==> config.mk <==
export PLATFORM = sky130hd
export DESIGN_NAME = pc_sel_ctrl
export DESIGN_NICKNAME = d
export VERILOG_FILES = /design/src/rtl/pc_sel_ctrl_pkg.sv /design/src/rtl/pc_redirect_arb.sv /design/src/rtl/pc_sel_ctrl.sv
export SDC_FILE = /design/constraint.sdc
export NUM_CORES = 1
export LEC_CHECK = 0
export ABC_AREA = 1
export CAP_MARGIN = 20
export CORE_ASPECT_RATIO = 0.75
export CORE_UTILIZATION = 29
export CTS_CLUSTER_DIAMETER = 50
export DETAILED_ROUTE_END_ITERATION = 6
export PLACE_DENSITY = 0.68
export SETUP_SLACK_MARGIN = 0.5
export SYNTH_ARGS = -nofsm -noshare
export SYNTH_HDL_FRONTEND = slang
export SYNTH_SLANG_ARGS = --single-unit
==> constraint.sdc <==
create_clock -name clk -period 3.4 [get_ports clk]
set_input_delay 0.68 -clock clk [delete_from_list [all_inputs] [get_ports clk]]
set_output_delay 0.68 -clock clk [all_outputs]
set_load 0.01 [all_outputs]
==> src/rtl/pc_sel_ctrl_pkg.sv <==
// rtl/pc_sel_ctrl_pkg.sv - PC-source select and exception FSM encodings
package pc_sel_ctrl_pkg;

  localparam logic [2:0] PCSRC_PLUS4 = 3'd0;
  localparam logic [2:0] PCSRC_BT    = 3'd1;
  localparam logic [2:0] PCSRC_JT    = 3'd2;
  localparam logic [2:0] PCSRC_JR    = 3'd3;
  localparam logic [2:0] PCSRC_ILLOP = 3'd4;
  localparam logic [2:0] PCSRC_XADR  = 3'd5;

  localparam logic [0:0] ST_RUN = 1'b0;
  localparam logic [0:0] ST_EXC = 1'b1;

  function automatic logic [31:0] align4(input logic [31:0] addr);
    return {addr[31:2], 2'b00};
  endfunction

endpackage

==> src/rtl/pc_redirect_arb.sv <==
// rtl/pc_redirect_arb.sv - combinational priority arbiter for fetch redirects
module pc_redirect_arb
  import pc_sel_ctrl_pkg::*;
#(
  parameter logic [31:0] ILLOP_VEC = 32'h8000_0004,
  parameter logic [31:0] XADR_VEC  = 32'h8000_0008
) (
  input  logic        stall,
  input  logic [0:0]  state,
  input  logic        irq,
  input  logic        illop,
  input  logic        eret,
  input  logic        jr_take,
  input  logic        j_take,
  input  logic        br_take,
  input  logic [31:0] pc,
  input  logic [31:0] epc,
  input  logic [31:0] jr_tgt,
  input  logic [31:0] j_tgt,
  input  logic [31:0] br_tgt,
  output logic [2:0]  pc_src_sel,
  output logic        flush_if,
  output logic        flush_id,
  output logic        exc_enter,
  output logic        exc_return,
  output logic [31:0] next_pc
);

  always_comb begin
    pc_src_sel = PCSRC_PLUS4;
    flush_if   = 1'b0;
    flush_id   = 1'b0;
    exc_enter  = 1'b0;
    exc_return = 1'b0;
    next_pc    = pc + 32'd4;
    // A stalled cycle takes nothing; the requester keeps its request asserted.
    if (stall) begin
      next_pc = pc;
    end else if (illop) begin
      pc_src_sel = PCSRC_ILLOP;
      flush_if   = 1'b1;
      flush_id   = 1'b1;
      exc_enter  = 1'b1;
      next_pc    = align4(ILLOP_VEC);
    end else if (irq && state == ST_RUN) begin
      pc_src_sel = PCSRC_XADR;
      flush_if   = 1'b1;
      flush_id   = 1'b1;
      exc_enter  = 1'b1;
      next_pc    = align4(XADR_VEC);
    end else if (eret && state == ST_EXC) begin
      pc_src_sel = PCSRC_JR;
      flush_if   = 1'b1;
      exc_return = 1'b1;
      next_pc    = align4(epc);
    end else if (jr_take) begin
      pc_src_sel = PCSRC_JR;
      flush_if   = 1'b1;
      next_pc    = align4(jr_tgt);
    end else if (j_take) begin
      pc_src_sel = PCSRC_JT;
      flush_if   = 1'b1;
      next_pc    = align4(j_tgt);
    end else if (br_take) begin
      pc_src_sel = PCSRC_BT;
      flush_if   = 1'b1;
      next_pc    = align4(br_tgt);
    end
  end

endmodule

==> src/rtl/pc_sel_ctrl.sv <==
// rtl/pc_sel_ctrl.sv - fetch PC register, redirect select and exception FSM
// Optional IRQ_SYNC_EN: 2-flop synchronizer on irq before arbitration.
module pc_sel_ctrl
  import pc_sel_ctrl_pkg::*;
#(
  parameter logic [31:0] RESET_PC  = 32'h0000_0000,
  parameter logic [31:0] ILLOP_VEC = 32'h8000_0004,
  parameter logic [31:0] XADR_VEC  = 32'h8000_0008
) (
  input  logic        clk,
  input  logic        rst,
  input  logic        stall,
  input  logic        irq,
  input  logic        illop,
  input  logic [31:0] id_pc,
  input  logic        jr_take,
  input  logic [31:0] jr_tgt,
  input  logic        j_take,
  input  logic [31:0] j_tgt,
  input  logic        br_take,
  input  logic [31:0] br_tgt,
  input  logic        eret,
  output logic [31:0] pc,
  output logic [2:0]  pc_src_sel,
  output logic        flush_if,
  output logic        flush_id,
  output logic        in_exc,
  output logic [31:0] epc
);

  logic [0:0]  state;
  logic        irq_eff;
  logic        exc_enter;
  logic        exc_return;
  logic [31:0] next_pc;

`ifdef IRQ_SYNC_EN
  logic [1:0] irq_sync;

  always_ff @(posedge clk) begin
    if (rst) irq_sync <= 2'b00;
    else     irq_sync <= {irq_sync[0], irq};
  end

  assign irq_eff = irq_sync[1];
`else
  assign irq_eff = irq;
`endif

  pc_redirect_arb #(
    .ILLOP_VEC(ILLOP_VEC),
    .XADR_VEC (XADR_VEC)
  ) u_arb (
    .stall     (stall),
    .state     (state),
    .irq       (irq_eff),
    .illop     (illop),
    .eret      (eret),
    .jr_take   (jr_take),
    .j_take    (j_take),
    .br_take   (br_take),
    .pc        (pc),
    .epc       (epc),
    .jr_tgt    (jr_tgt),
    .j_tgt     (j_tgt),
    .br_tgt    (br_tgt),
    .pc_src_sel(pc_src_sel),
    .flush_if  (flush_if),
    .flush_id  (flush_id),
    .exc_enter (exc_enter),
    .exc_return(exc_return),
    .next_pc   (next_pc)
  );

  // Traps resume after the faulting instruction; interrupts replay the ID instruction.
  always_ff @(posedge clk) begin
    if (rst) begin
      pc    <= RESET_PC;
      epc   <= 32'd0;
      state <= ST_RUN;
    end else if (!stall) begin
      pc <= next_pc;
      if (exc_enter) begin
        state <= ST_EXC;
        epc   <= (pc_src_sel == PCSRC_ILLOP) ? id_pc + 32'd4 : id_pc;
      end else if (exc_return) begin
        state <= ST_RUN;
      end
    end
  end

  assign in_exc = (state == ST_EXC);

endmodule

# == After elaboration in Yosys (flattened, before gate mapping) ==
# Index checks and enable logic that the tools add are counted.
# word_totals
reg_bits,65
out_inout_bits,70
word_cells,43
inputBits,137
# classes
n_reduce_logical,5
n_eq_ne,1
n_addsub,2
muxes,30
n_bitwise,2
# op_table
cell,count
$mux 32,7
$add 32x3->32 const B,2
$mux 3,6
$mux 1,17
$reduce_and 2->1,2
$eq 3x3->1 const B,1
$logic_and 1x1->1,2
$not 1->1,2
$reduce_bool 2->1,1

# == Longest topological paths before layout ==
# Gate-level depths: netlist (run 1).
# depth
word_depth,9
mapped_depth,15

# == Modules after synthesis ==
# Synthesis (run 1) repeated with hierarchy kept, for this count alone.
# unflattened
cells_unflattened,1033
area_unflattened_um2,5703.0
# by_module_without_submodules
module,cells_each,n_inst,seq_area_each_um2,area_per_inst_um2
pc_sel_ctrl,457,1,1301.2,3143.0
pc_redirect_arb,576,1,0.0,2560.0

# == Worst setup path before layout (run 1) ==
# No wires, ideal clock.
# synth_timing
kind,input port to output port
from,input port irq
to,output port pc_src_sel[2]
path_buffers,2
required_ns,2.720
arrival_ns,1.675
slack_ns,1.045
path_stages,6
cell_sequence,inv_1 > nor2_1 > nor2_1 > nor2_1 > clkbuf_1 > buf_4
# synth_via
elab_chain_cells,4
# synth_rtl
element,line,rtl
from (decl),pc_sel_ctrl.sv:13,"input logic irq,"
$logic_and 1x1->1,pc_redirect_arb.sv:45,end else if (irq && state == ST_RUN) begin
$mux 3,pc_redirect_arb.sv:45,
$mux 3,pc_redirect_arb.sv:39,end else if (illop) begin
$mux 3,pc_redirect_arb.sv:37,if (stall) begin
to (decl),pc_sel_ctrl.sv:24,"output logic [2:0] pc_src_sel,"
# Every way passes these cells.

# == Worst setup path after layout (run 1) ==
# Ends and elaborated chain as after synthesis.

==> metrics.md, run 1 <==
| Metric | Value |
|---|---|
| Status | completed |
| Critical path fanouts, max | 3 |
| Worst reg-to-reg path cell count | 10 |
| Bufs and invs on worst path | 3 |
| Yosys top cell area share | 0.245 |
| WL/cell | between 15 and 20 um |
| Chip height | between 100 and 150 um |
| Cts repair resizes | 3 |
| Die ar. | between 15000 and 20000 um2 |
| Seq pwr share | 0.348 |
| Area contributors post-synth | dfxtp_1 (25%), nand2_1 (20%), nor2_1 (8.5%) |
| Commonest non-fill, non-tap cell in the layout | nand2_1 |
| Max Cap Viol | 0 |
| Worst-Margin Slew | approximately 0.7 ns |
| Arrival time worst endpoint | around 2.2 ns |
| Switching share of power | 0.305 |
| Inserted Clock Buffers | 9 |
| Hold Path Class | reg -> reg |
| Cells after Synth | just under 900 |
| Post-synthesis sequential area ratio | 0.245 |
| # rows | just over 40 |
| Hold path cells | 2 |
| Clk_lat worst skew | between 0.3 and 0.4 ns |
| DR DRC count | 0 |
| Max Slew Vio Count | 0 |
| Yosys cell types | 47 |
| Reg clk slew, reported paths | about 0.06 ns |
| Simple-Gate Fraction of Synth Area | 0.419 |
| Placed cell count | 1290 |
| Psw | roughly 0.00074 W |
| Crit. path cell count | 6 |
| CP endpoint kind | output pin |
| Total number of vias | ~6.4k |
| Area Growth Syn to Fin | 49.7% |
| Synthesis warning total | 0 |
| Post-synthesis adder-cell area fraction | 0.00486 |
| Setup Fix Bufs, Post-CTS | 0 |
| Clock sinks | 63 |
| Endpoints failing setup | 0 |
| # IOs | between 200 and 250 |
| CTS root buffer | clkbuf_16 |
| Pin count of the biggest net entering global routing | 51 |
| Pleak | about 3.2 nW |
| Final nets | approximately 1.2k |
| Final ANT Viol Nets | 0 |
| DRT iter0 DRCs | approximately 460 |
| Vias per cell | around 4.9 |
| Post-Syn Area | 5150 um2 |
| Die extent in x | 156 um |
| Ys async rst share | 0 |
| Startpoint types | primary input |
| Slowest cell delay on critical path | between 0.5 and 0.6 ns |
| Synth area leader | dfxtp_1 |
| Most frequent cells in the layout | nand2_1 (275), clkdlybuf4s50_1 (191), nor2_1 (113), a21oi_1 (77), inv_1 (72) |
| Largest family of logic cells by synthesized area | simple AND/OR/NAND/NOR gates |
| Internal power | around 0.0017 W |
| Drt first pass iters | 5 |
| Filler cells | ~1.9k |
| Top cell family by delay on the critical path | buffers and inverters |
| Required @ worst endpoint | between 2 and 3 ns |
| Clock Path Buffers | 2 |
| Compound-Gate Fraction of Synth Area | 0.182 |
| Fin. Hold Viols | 0 |
| Worst path slowest cell | clkdlybuf4s50_1 |
| Final wirelength | between 20 and 25 mm |
| Clock share of power | 0.386 |
| RSZ-0062 raised after global routing | yes |
| Critical path class | in -> out |
| Sum Neg Setup Slack | 0 ns |
| Tmin final | ~2.8 ns |
| Final std cells w/o fill | 1306 |
| Hold-fix buffers, CTS | 0 |
| Core Region | about 17000 um2 |
| #FFs+latches synth | 63 |
| Post-Synth XOR/XNOR Area | 0.0562 |
| Number of synthesized flops with an enable pin | 0 |
| Share of layout cells above drive strength 1 | 0.0776 |
| Port bufs | 198 |
| Initial antenna violation count | 0 |
| Fmax | 0.351 GHz |
| CTS tree | built |
| Initial Util | 0.301 |
| Syn Area/Cell | between 5 and 6 um2 |
| Htree depth | 3 |
| Comb power frac | 0.265 |
| Vias in the first global route | about 5.9k |
| First-pass GRT wire length | 32.8 mm |
| Post-DP HPWL | approximately 17 mm |
| Worst Skew | roughly 0.011 ns |
| RD Place Congestion | 0.942 |
| ANT cells | 0 |
| Slew HR | 0.541 |
| Gr usage total | 0.235 |
| Pwr/cell area | between 300 and 400 nW/um2 |
| Cell Chain, Critical Path | clkdlybuf4s50_1 > inv_1 > nor2_2 > nor2_1 > nor2_2 > clkdlybuf4s50_1 |
| VDD IR max | just over 0.0002 V |
| Post-route clock period utilization | 0.837 |
| Total grt overflow | 0 |
| Most used DFF post-synth | dfxtp_1 |
| Multiplexer share of the synthesized area | 0 |
| R2R setup slack | 1.22 ns |
==> cell type report <==
class	instances	area (um2)	share of cell area
sequential	63	1260	0.164
clock buffer	9	225	0.0292
multi-input combinational	695	3420	0.444
clock inverter	7	72.6	0.00942
tap	236	295	0.0383
timing repair buffer	216	2130	0.276
inverter	80	304	0.0395
==> path summary, 6_finish.rpt <==
| check | endpoint | startpoint |
|---|---|---|
| max | pc_src_sel[2] | irq |
| min | epc[1] | epc[1] |
| max reg2reg | pc[30] | pc[12] |
| min reg2reg | epc[1] | epc[1] |
==> layer usage <==
metal,share of wire,GRT usage,vias up
met3,0.084,0.0565,17
met2,0.42,0.356,265
met4,0.013,0.0484,0
met5,0,0,-
met1,0.48,0.335,2928
li1,-,-,3232
==> state kept, by name (all words and copies together), names as in the netlist <==
name and cells:
epc 32, in_exc 1, pc 30
==> metrics by stage <==
stage,area (um2),utilization,setup WS [ns],power [W],hold slack [ns]
CTS,7690,0.450,0.465,0.00243,0.517
global route,7710,0.451,0.484,0.00252,0.536
global placement,7390,0.433,0.407,0.00149,0.496
floorplan,5150,-,1.05,0.00112,0.511
detailed placement,7390,0.433,0.421,0.00149,0.504
finish,7710,0.451,0.554,0.00241,0.510
==> logic make-up after synthesis <==
| logic type | Yosys count |
|---|---|
| AND/OR/NAND/NOR | 495 |
| AO/OA/AOI/OAI | 163 |
| buffers and inverters | 120 |
| flip-flops | 63 |
| XOR/XNOR | 33 |
| adder cells (fa/ha/maj) | 2 |
| other | 1 |
==> tightest hold or removal path: cells and delay by family (launching register included) <==
kind	cells	cell delay, ns
flip-flops	1	0.32
AND/OR/NAND/NOR	1	0.07
AO/OA/AOI/OAI	1	0.08
==> cell usage after synthesis, drive strengths merged, types with 2 or more instances <==
library cell and count:
nor3 13, a221oi 2, xor2 17, nor4 3, inv 79, o211ai 11
a31oi 6, o221a 5, o21ai 48, ha 2, a21oi 79, or2 3
buf 13, xnor2 16, nand2 284, o21bai 2, dfxtp 63, a22o 2
a21o 3, nand4 18, nor2 128, o221ai 4, nand3 43, clkbuf 27
==> power by group through the flow <==
stage / clock [W] / combinational (W) / sequential (W)
floorplan: 0 / 0.000263 / 0.000856
global placement: 0 / 0.000634 / 0.000856
detailed placement: 0 / 0.000638 / 0.000855
CTS: 0.000945 / 0.000641 / 0.000840
global route: 0.000978 / 0.000698 / 0.000846
finish: 0.000933 / 0.000641 / 0.000841
Power figures use the tool's default switching activity.
==> run 2: changes to the inputs <==
==> constraint.sdc (replaced) <==
create_clock -name clk -period 2.8 [get_ports clk]
set_input_delay 0.56 -clock clk [delete_from_list [all_inputs] [get_ports clk]]
set_output_delay 0.56 -clock clk [all_outputs]
set_load 0.01 [all_outputs]
==> run 2 against run 1 <==
  * Utilization is 1.3 points higher
  * Clock skew hardly changed
  * Total power is 30% higher
  * Largest cell class unchanged
  * Register-to-register slack worse by 0.55 ns
  * Count of clock-buffer cells in the layout stayed put
  * Combinational power is 25% higher
  * Cell count is 1.5% higher
  * Critical endpoint is now flush_id
==> metrics.md, run 2 (synthesized netlist as in run 1, its figures left out) <==
| Metric | Value |
|---|---|
| Status | completed |
| Max Cap Viol | 0 (unchanged) |
| Chip height | 117 um (unchanged) |
| Post-DP HPWL | 17.4 mm (+0.48%) |
| Multi-input logic area | 3470 um2 (+1.4%) |
| Worst reg-to-reg path cell count | 10 (unchanged) |
| Die extent in x | 156 um (unchanged) |
| CTS root buffer | clkbuf_16 |
| Startpoint types | primary input |
| GR peak layer | met2 |
| Inserted Clock Buffers | 9 (unchanged) |
| DRT iter0 DRCs | 446 (-2.8%) |
| Die ar. | 18300 um2 (unchanged) |
| Hold_sp | epc[0] |
| Critical path fanouts, max | 3 (unchanged) |
| DP Worst Slack | -0.00256 ns (-0.423 ns) |
| # IOs | 207 (unchanged) |
| Required @ worst endpoint | 2.24 ns (-0.48 ns) |
| Clock Path Buffers | 2 (unchanged) |
| Vias in the first global route | 6114 (+2.8%) |
| Met2 Use GR | 0.361 (+0.00502) |
| Share of layout cells above drive strength 1 | 0.106 (+0.0279) |
| Fin. Hold Viols | 0 (unchanged) |
| VDD IR max | 0.000281 V (+35%) |
| Hold-fix buffers, CTS | 0 (unchanged) |
| Fmax | about 0.44 GHz |
| Worst setup margin | 0.512 ns (-0.0420 ns) |
| Pwr/cell area | 395 nW/um2 (+26%) |
| Design area | 7930 um2 (+2.9%) |
| R2R setup slack | 0.67 ns (-0.55 ns) |
| Port bufs | 198 (unchanged) |
| Hold Path Class | reg -> reg |
| Met1 Use GR | 0.338 (+0.00279) |
| Top cell family by delay on the critical path | buffers and inverters |
| Worst Skew | 0.0107 ns (-0.000122 ns) |
| Final nets | 1224 (+1.7%) |
| Crit path top cell by count | nor2_2 |
| Max reg flops | 32 (unchanged) |
| Vias per cell | 4.95 (+0.28%) |
| Slew HR | 0.513 (-0.0278) |
| R2R Path End | pc[30] |
| Most flops, register | epc |
| Most frequent cells in the layout | nand2_1 (274), clkdlybuf4s50_1 (185), nor2_1 (109), a21oi_1 (77), inv_1 (72) |
| Initial antenna violation count | 0 (unchanged) |
| Worst-Margin Slew | 0.730 ns (+0.0424 ns) |
| Cell Chain, Critical Path | clkdlybuf4s50_1 > inv_1 > nor2_4 > nor2_2 > nor2_2 > buf_4 > clkdlybuf4s15_2 |
| Worst Hold End | epc[0] |
| Critical path class | in -> out |
| GR Util met3 | 0.0506 (-0.00591) |
| Initial Util | 0.301 (unchanged) |
| WL/cell | 16.5 um (-0.42%) |
| Final ANT Viol Nets | 0 (unchanged) |
| Final wirelength | 21.9 mm (+1.1%) |
| R2r startpoint | pc[12] |
| Pin count of the biggest net entering global routing | 39 (-24%) |
| Filler cells | 1842 (-0.43%) |
| CP endpoint kind | output pin |
| Clk_lat worst skew | 0.33 ns (about the same) |
| Arrival time worst endpoint | 1.73 ns (-0.44 ns) |
| Worst path slowest cell | clkdlybuf4s50_1 |
| Max Slew Vio Count | 0 (unchanged) |
| Commonest non-fill, non-tap cell in the layout | nand2_1 |
| DR DRC count | 0 (unchanged) |
| Tmin final | 2.29 ns |
| Htree depth | 3 (unchanged) |
| Placed inst area | 7510 um2 (+1.6%) |
| Post-route clock period utilization | 0.817 |
| Gr usage total | 0.237 (+0.00138) |
| Core Region | 17100 um2 (unchanged) |
| ANT cells | 0 (unchanged) |
| Bufs and invs on worst path | 4 (+1) |
| Total number of vias | 6559 (+1.8%) |
| Clock sinks | 63 (unchanged) |
| First-pass GRT wire length | 33.4 mm (+1.9%) |
| Reg area | 1260 um2 (unchanged) |
| Hold path cells | 2 (unchanged) |
| Drt first pass iters | 5 (unchanged) |
| Total grt overflow | 0 (unchanged) |
| # rows | 41 (unchanged) |
| Slowest cell delay on critical path | 0.45 ns (-0.12 ns) |
| RD Place Congestion | 0.958 (+1.8%) |
| Endpoints failing setup | 0 (unchanged) |
| RSZ-0062 raised after global routing | yes |
| Area Growth Syn to Fin | 54.1% |
| CTS tree | built |
| Pleak | 3.35 nW (+4.2%) |
| Reg clk slew, reported paths | 0.06 ns (about the same) |
## run 2: timing repair
item / in CTS / in global routing
setup buffers: 2 / 2
setup endpoints to repair: 7 / 10
resized for setup: 27 / 12
pin swaps: 3 / 6
## run 2: worst max path at each step
stage,from,end,slack [ns],depth (start not counted)
global placement,br_take,pc_src_sel[0],0.008,6
global route,irq,flush_id,0.47,7
floorplan,irq,pc_src_sel[2],0.68,6
detailed placement,j_take,flush_if,-0.003,6
finish,irq,flush_id,0.51,7
CTS,irq,flush_id,0.50,7
## run 2: power breakdown
group	total, W	switching (W)	leakage (nW)	internal [W]
Clock	0.00131	0.000442	0.170	0.000873
Combinational	0.000800	0.000391	2.66	0.000409
Sequential	0.00102	0.0000686	0.518	0.000952
Total	0.00314	0.000902	3.35	0.00223
## run 2: worst reg2reg max path, cell delays in order (launching register included)
cell,delay (ns)
dfxtp_1,0.44
nand2_1,0.12
nor2_1,0.34
nor3b_1,0.57
nand3_1,0.14
nand2_1,0.10
nand2_1,0.07
nand2_1,0.06
nand2_1,0.04
nand2_1,0.05
a21oi_1,0.05
## run 2: through the flow
stage	instances	hold WS (ns)	total power, W	TNS (ns)	utilization
3_3_place_gp	1306	0.497	0.00183	0	0.440
4_1_cts	1324	0.521	0.00315	0	0.462
6_report	1326	0.519	0.00314	0	0.464
2_1_floorplan	878	0.511	0.00136	0	-
3_5_place_dp	1306	0.512	0.00183	-0.00256	0.440
5_1_grt	1326	0.551	0.00327	0	0.464
## run 2: area by class of cell
| class | count | share of cell area |
|---|---|---|
| multi-input cells | 695 | 0.437 |
| well taps | 236 | 0.0372 |
| inverters | 80 | 0.0383 |
| clock buffers | 9 | 0.0284 |
| flip-flops and latches | 63 | 0.159 |
| repair buffers | 236 | 0.284 |
| clock inverters | 7 | 0.0153 |
## run 2: layer usage
metal  share of wire  vias to the layer above
li1                -                     3265
met1            0.46                     2970
met2            0.43                      303
met3           0.094                       21
met4           0.016                        0
met5               0                        -
==> run 3: changes to the inputs <==
==> constraint.sdc (replaced) <==
create_clock -name clk -period 2.3 [get_ports clk]
set_input_delay 0.46 -clock clk [delete_from_list [all_inputs] [get_ports clk]]
set_output_delay 0.46 -clock clk [all_outputs]
set_load 0.01 [all_outputs]
==> run 3 against run 2 <==
  * Cell count is 4.9% higher
  * Critical endpoint is now pc[2]
  * Count of clock-buffer cells in the layout increased by 2
  * Global-route usage increased by 1.0 points
  * Sequential power is 22% higher
  * Cell area is 9.3% higher
  * Setup slack worse by 0.041 ns
==> metrics.md, run 3 (synthesized netlist as in run 1, its figures left out) <==
| Metric | Value |
|---|---|
| Status | completed |
| Required @ worst endpoint | 1.84 ns (-0.40 ns) |
| WL/cell | 16.3 um (-0.99%) |
| Final ANT Viol Nets | 0 (unchanged) |
| Worst path slowest cell | clkdlybuf4s50_1 |
| Initial antenna violation count | 1 (+1) |
| Tmin final | approximately 1.8 ns |
| Vias in the first global route | 6364 (+4.1%) |
| Drt first pass iters | 5 (unchanged) |
| Critical path class | reg -> out |
| Area Growth Syn to Fin | 68.5% |
| Initial Util | 0.301 (unchanged) |
| Max Cap Viol | 0 (unchanged) |
| Htree depth | 3 (unchanged) |
| Chip height | 117 um (unchanged) |
| VDD IR max | 0.000303 V (+7.9%) |
| Pwr/cell area | 422 nW/um2 (+6.8%) |
| Final std cells w/o fill | 1391 (+4.9%) |
| Worst setup margin | 0.471 ns (-0.0409 ns) |
| Bufs and invs on worst path | 2 (-2) |
| DP Worst Slack | -0.271 ns (-0.268 ns) |
| CTS tree | built |
| First-pass GRT wire length | 34.7 mm (+3.8%) |
| Total number of vias | 6794 (+3.6%) |
| Share of layout cells above drive strength 1 | 0.217 (+0.111) |
| Port bufs | 198 (unchanged) |
| Hold Path Class | reg -> reg |
| Inserted Clock Buffers | 9 (unchanged) |
| Most flops, register | epc |
| Arrival time worst endpoint | 1.37 ns (-0.36 ns) |
| RD Place Congestion | 0.927 (-3.3%) |
| Clk_lat worst skew | 0.34 ns (about the same) |
| Fmax | about 0.55 GHz |
| Worst Skew | 0.00991 ns (-0.000766 ns) |
| Hold path cells | 2 (unchanged) |
| Max reg flops | 32 (unchanged) |
| Post-DP HPWL | 17.9 mm (+2.9%) |
| Worst reg-to-reg path cell count | 13 (+3) |
| DR DRC count | 0 (unchanged) |
| Final nets | 1288 (+5.2%) |
| Sum Neg Setup Slack | 0 ns (unchanged) |
| DRT iter0 DRCs | 504 (+13%) |
| Cell Chain, Critical Path | buf_4 > clkdlybuf4s50_1 |
| Fin. Hold Viols | 0 (unchanged) |
| Endpoints failing setup | 0 (unchanged) |
| Total grt overflow | 0 (unchanged) |
| Die extent in x | 156 um (unchanged) |
| Gr usage total | 0.247 (+0.0100) |
| Clock sinks | 63 (unchanged) |
| Most frequent cells in the layout | nand2_1 (264), clkdlybuf4s50_1 (150), buf_4 (97), nor2_1 (95), a21oi_1 (76) |
| Critical path fanouts, max | 3 (unchanged) |
| Reg clk slew, reported paths | 0.06 ns (about the same) |
| RSZ-0062 raised after global routing | yes |
| Clock Path Buffers | 2 (unchanged) |
| Placed cell count | 1358 (+4.0%) |
| Startpoint types | flop |
| Post-route clock period utilization | 0.795 |
| CTS root buffer | clkbuf_16 |
| Pleak | 3.97 nW (+18%) |
| Vias per cell | 4.88 (-1.3%) |
| Slowest cell delay on critical path | 0.53 ns (+0.08 ns) |
| Max Slew Vio Count | 0 (unchanged) |
| Crit. path cell count | 2 (-5) |
| Final wirelength | 22.7 mm (+3.9%) |
| Hold Slack | 0.503 ns (-0.0158 ns) |
| Util after Layout | 0.508 (+0.0433) |
| Pin count of the biggest net entering global routing | 50 (+28%) |
| Top cell family by delay on the critical path | buffers and inverters |
| # rows | 41 (unchanged) |
| Die ar. | 18300 um2 (unchanged) |
| Core Region | 17100 um2 (unchanged) |
| Commonest non-fill, non-tap cell in the layout | nand2_1 |
| CP endpoint kind | output pin |
| # IOs | 207 (unchanged) |
run 3: cell count changes in the layout (fill, tap and decap cells not counted), sizes merged, moves of 3 or more:
cell | before | now
dlymetal6s2s | 3 | 19
clkdlybuf4s50 | 185 | 150
buf | 40 | 107
clkdlybuf4s15 | 2 | 5
clkbuf | 10 | 15
dlygate4sd2 | 5 | 15
run 3: report_power, final:
| part | switching, W | total (W) | leakage [nW] | internal, W |
|---|---|---|---|---|
| Sequential | 0.0000788 | 0.00124 | 0.531 | 0.00116 |
| Clock | 0.000528 | 0.00137 | 0.136 | 0.000839 |
| Combinational | 0.000515 | 0.00106 | 3.30 | 0.000541 |
| Total | 0.00112 | 0.00366 | 3.97 | 0.00254 |
run 3: cell type report:
cell class | instances | area, um2
Clock buffer | 11 | 233
Tap cell | 236 | 295
Clock inverter | 5 | 58.8
Inverter | 80 | 304
Timing Repair Buffer | 300 | 2770
Antenna cell | 1 | 2.50
Multi-Input combinational cell | 695 | 3700
Fill cell | 1736 | 8410
Sequential cell | 63 | 1310
run 3: path summary, 6_finish.rpt:
path	startpoint	to	slack (ns)
max	pc[2]	pc[2]	0.47
min	pc[26]	pc[26]	0.50
max reg2reg	pc[3]	pc[28]	0.52
min reg2reg	pc[26]	pc[26]	0.50
run 3: routing by layer:
metal  track usage  part of all wire
met2         0.371              0.42
met5             0                 0
met3        0.0458             0.077
met1         0.356              0.48
met4        0.0643             0.022
run 3: metrics by stage:
stage	area [um2]	power, W
after CTS	8380	0.00366
after floorplan	5150	0.00166
after detailed placement	7920	0.00228
after global placement	7920	0.00227
final	8670	0.00366
after global routing	8670	0.00384
run 3: what timing repair did:
item	CTS	global route
pin swaps	22	32
hold buffers	0	0
resized for setup	104	85
setup buffers	9	7
endpoints found under the setup margin	87	50
run 3: worst register-to-register path, stage by stage, from the launching register on:
cell and delay, ns:
dfxtp_4 0.38, ha_4 0.15, nand2_4 0.06, nor2_4 0.14, nand2_4 0.09, nor2_8 0.16
nand2_4 0.10, nor3_4 0.18, nand3_1 0.09, nand2_1 0.09, nand2_1 0.05, nand2_1 0.05
nand2_1 0.06, a21oi_2 0.11
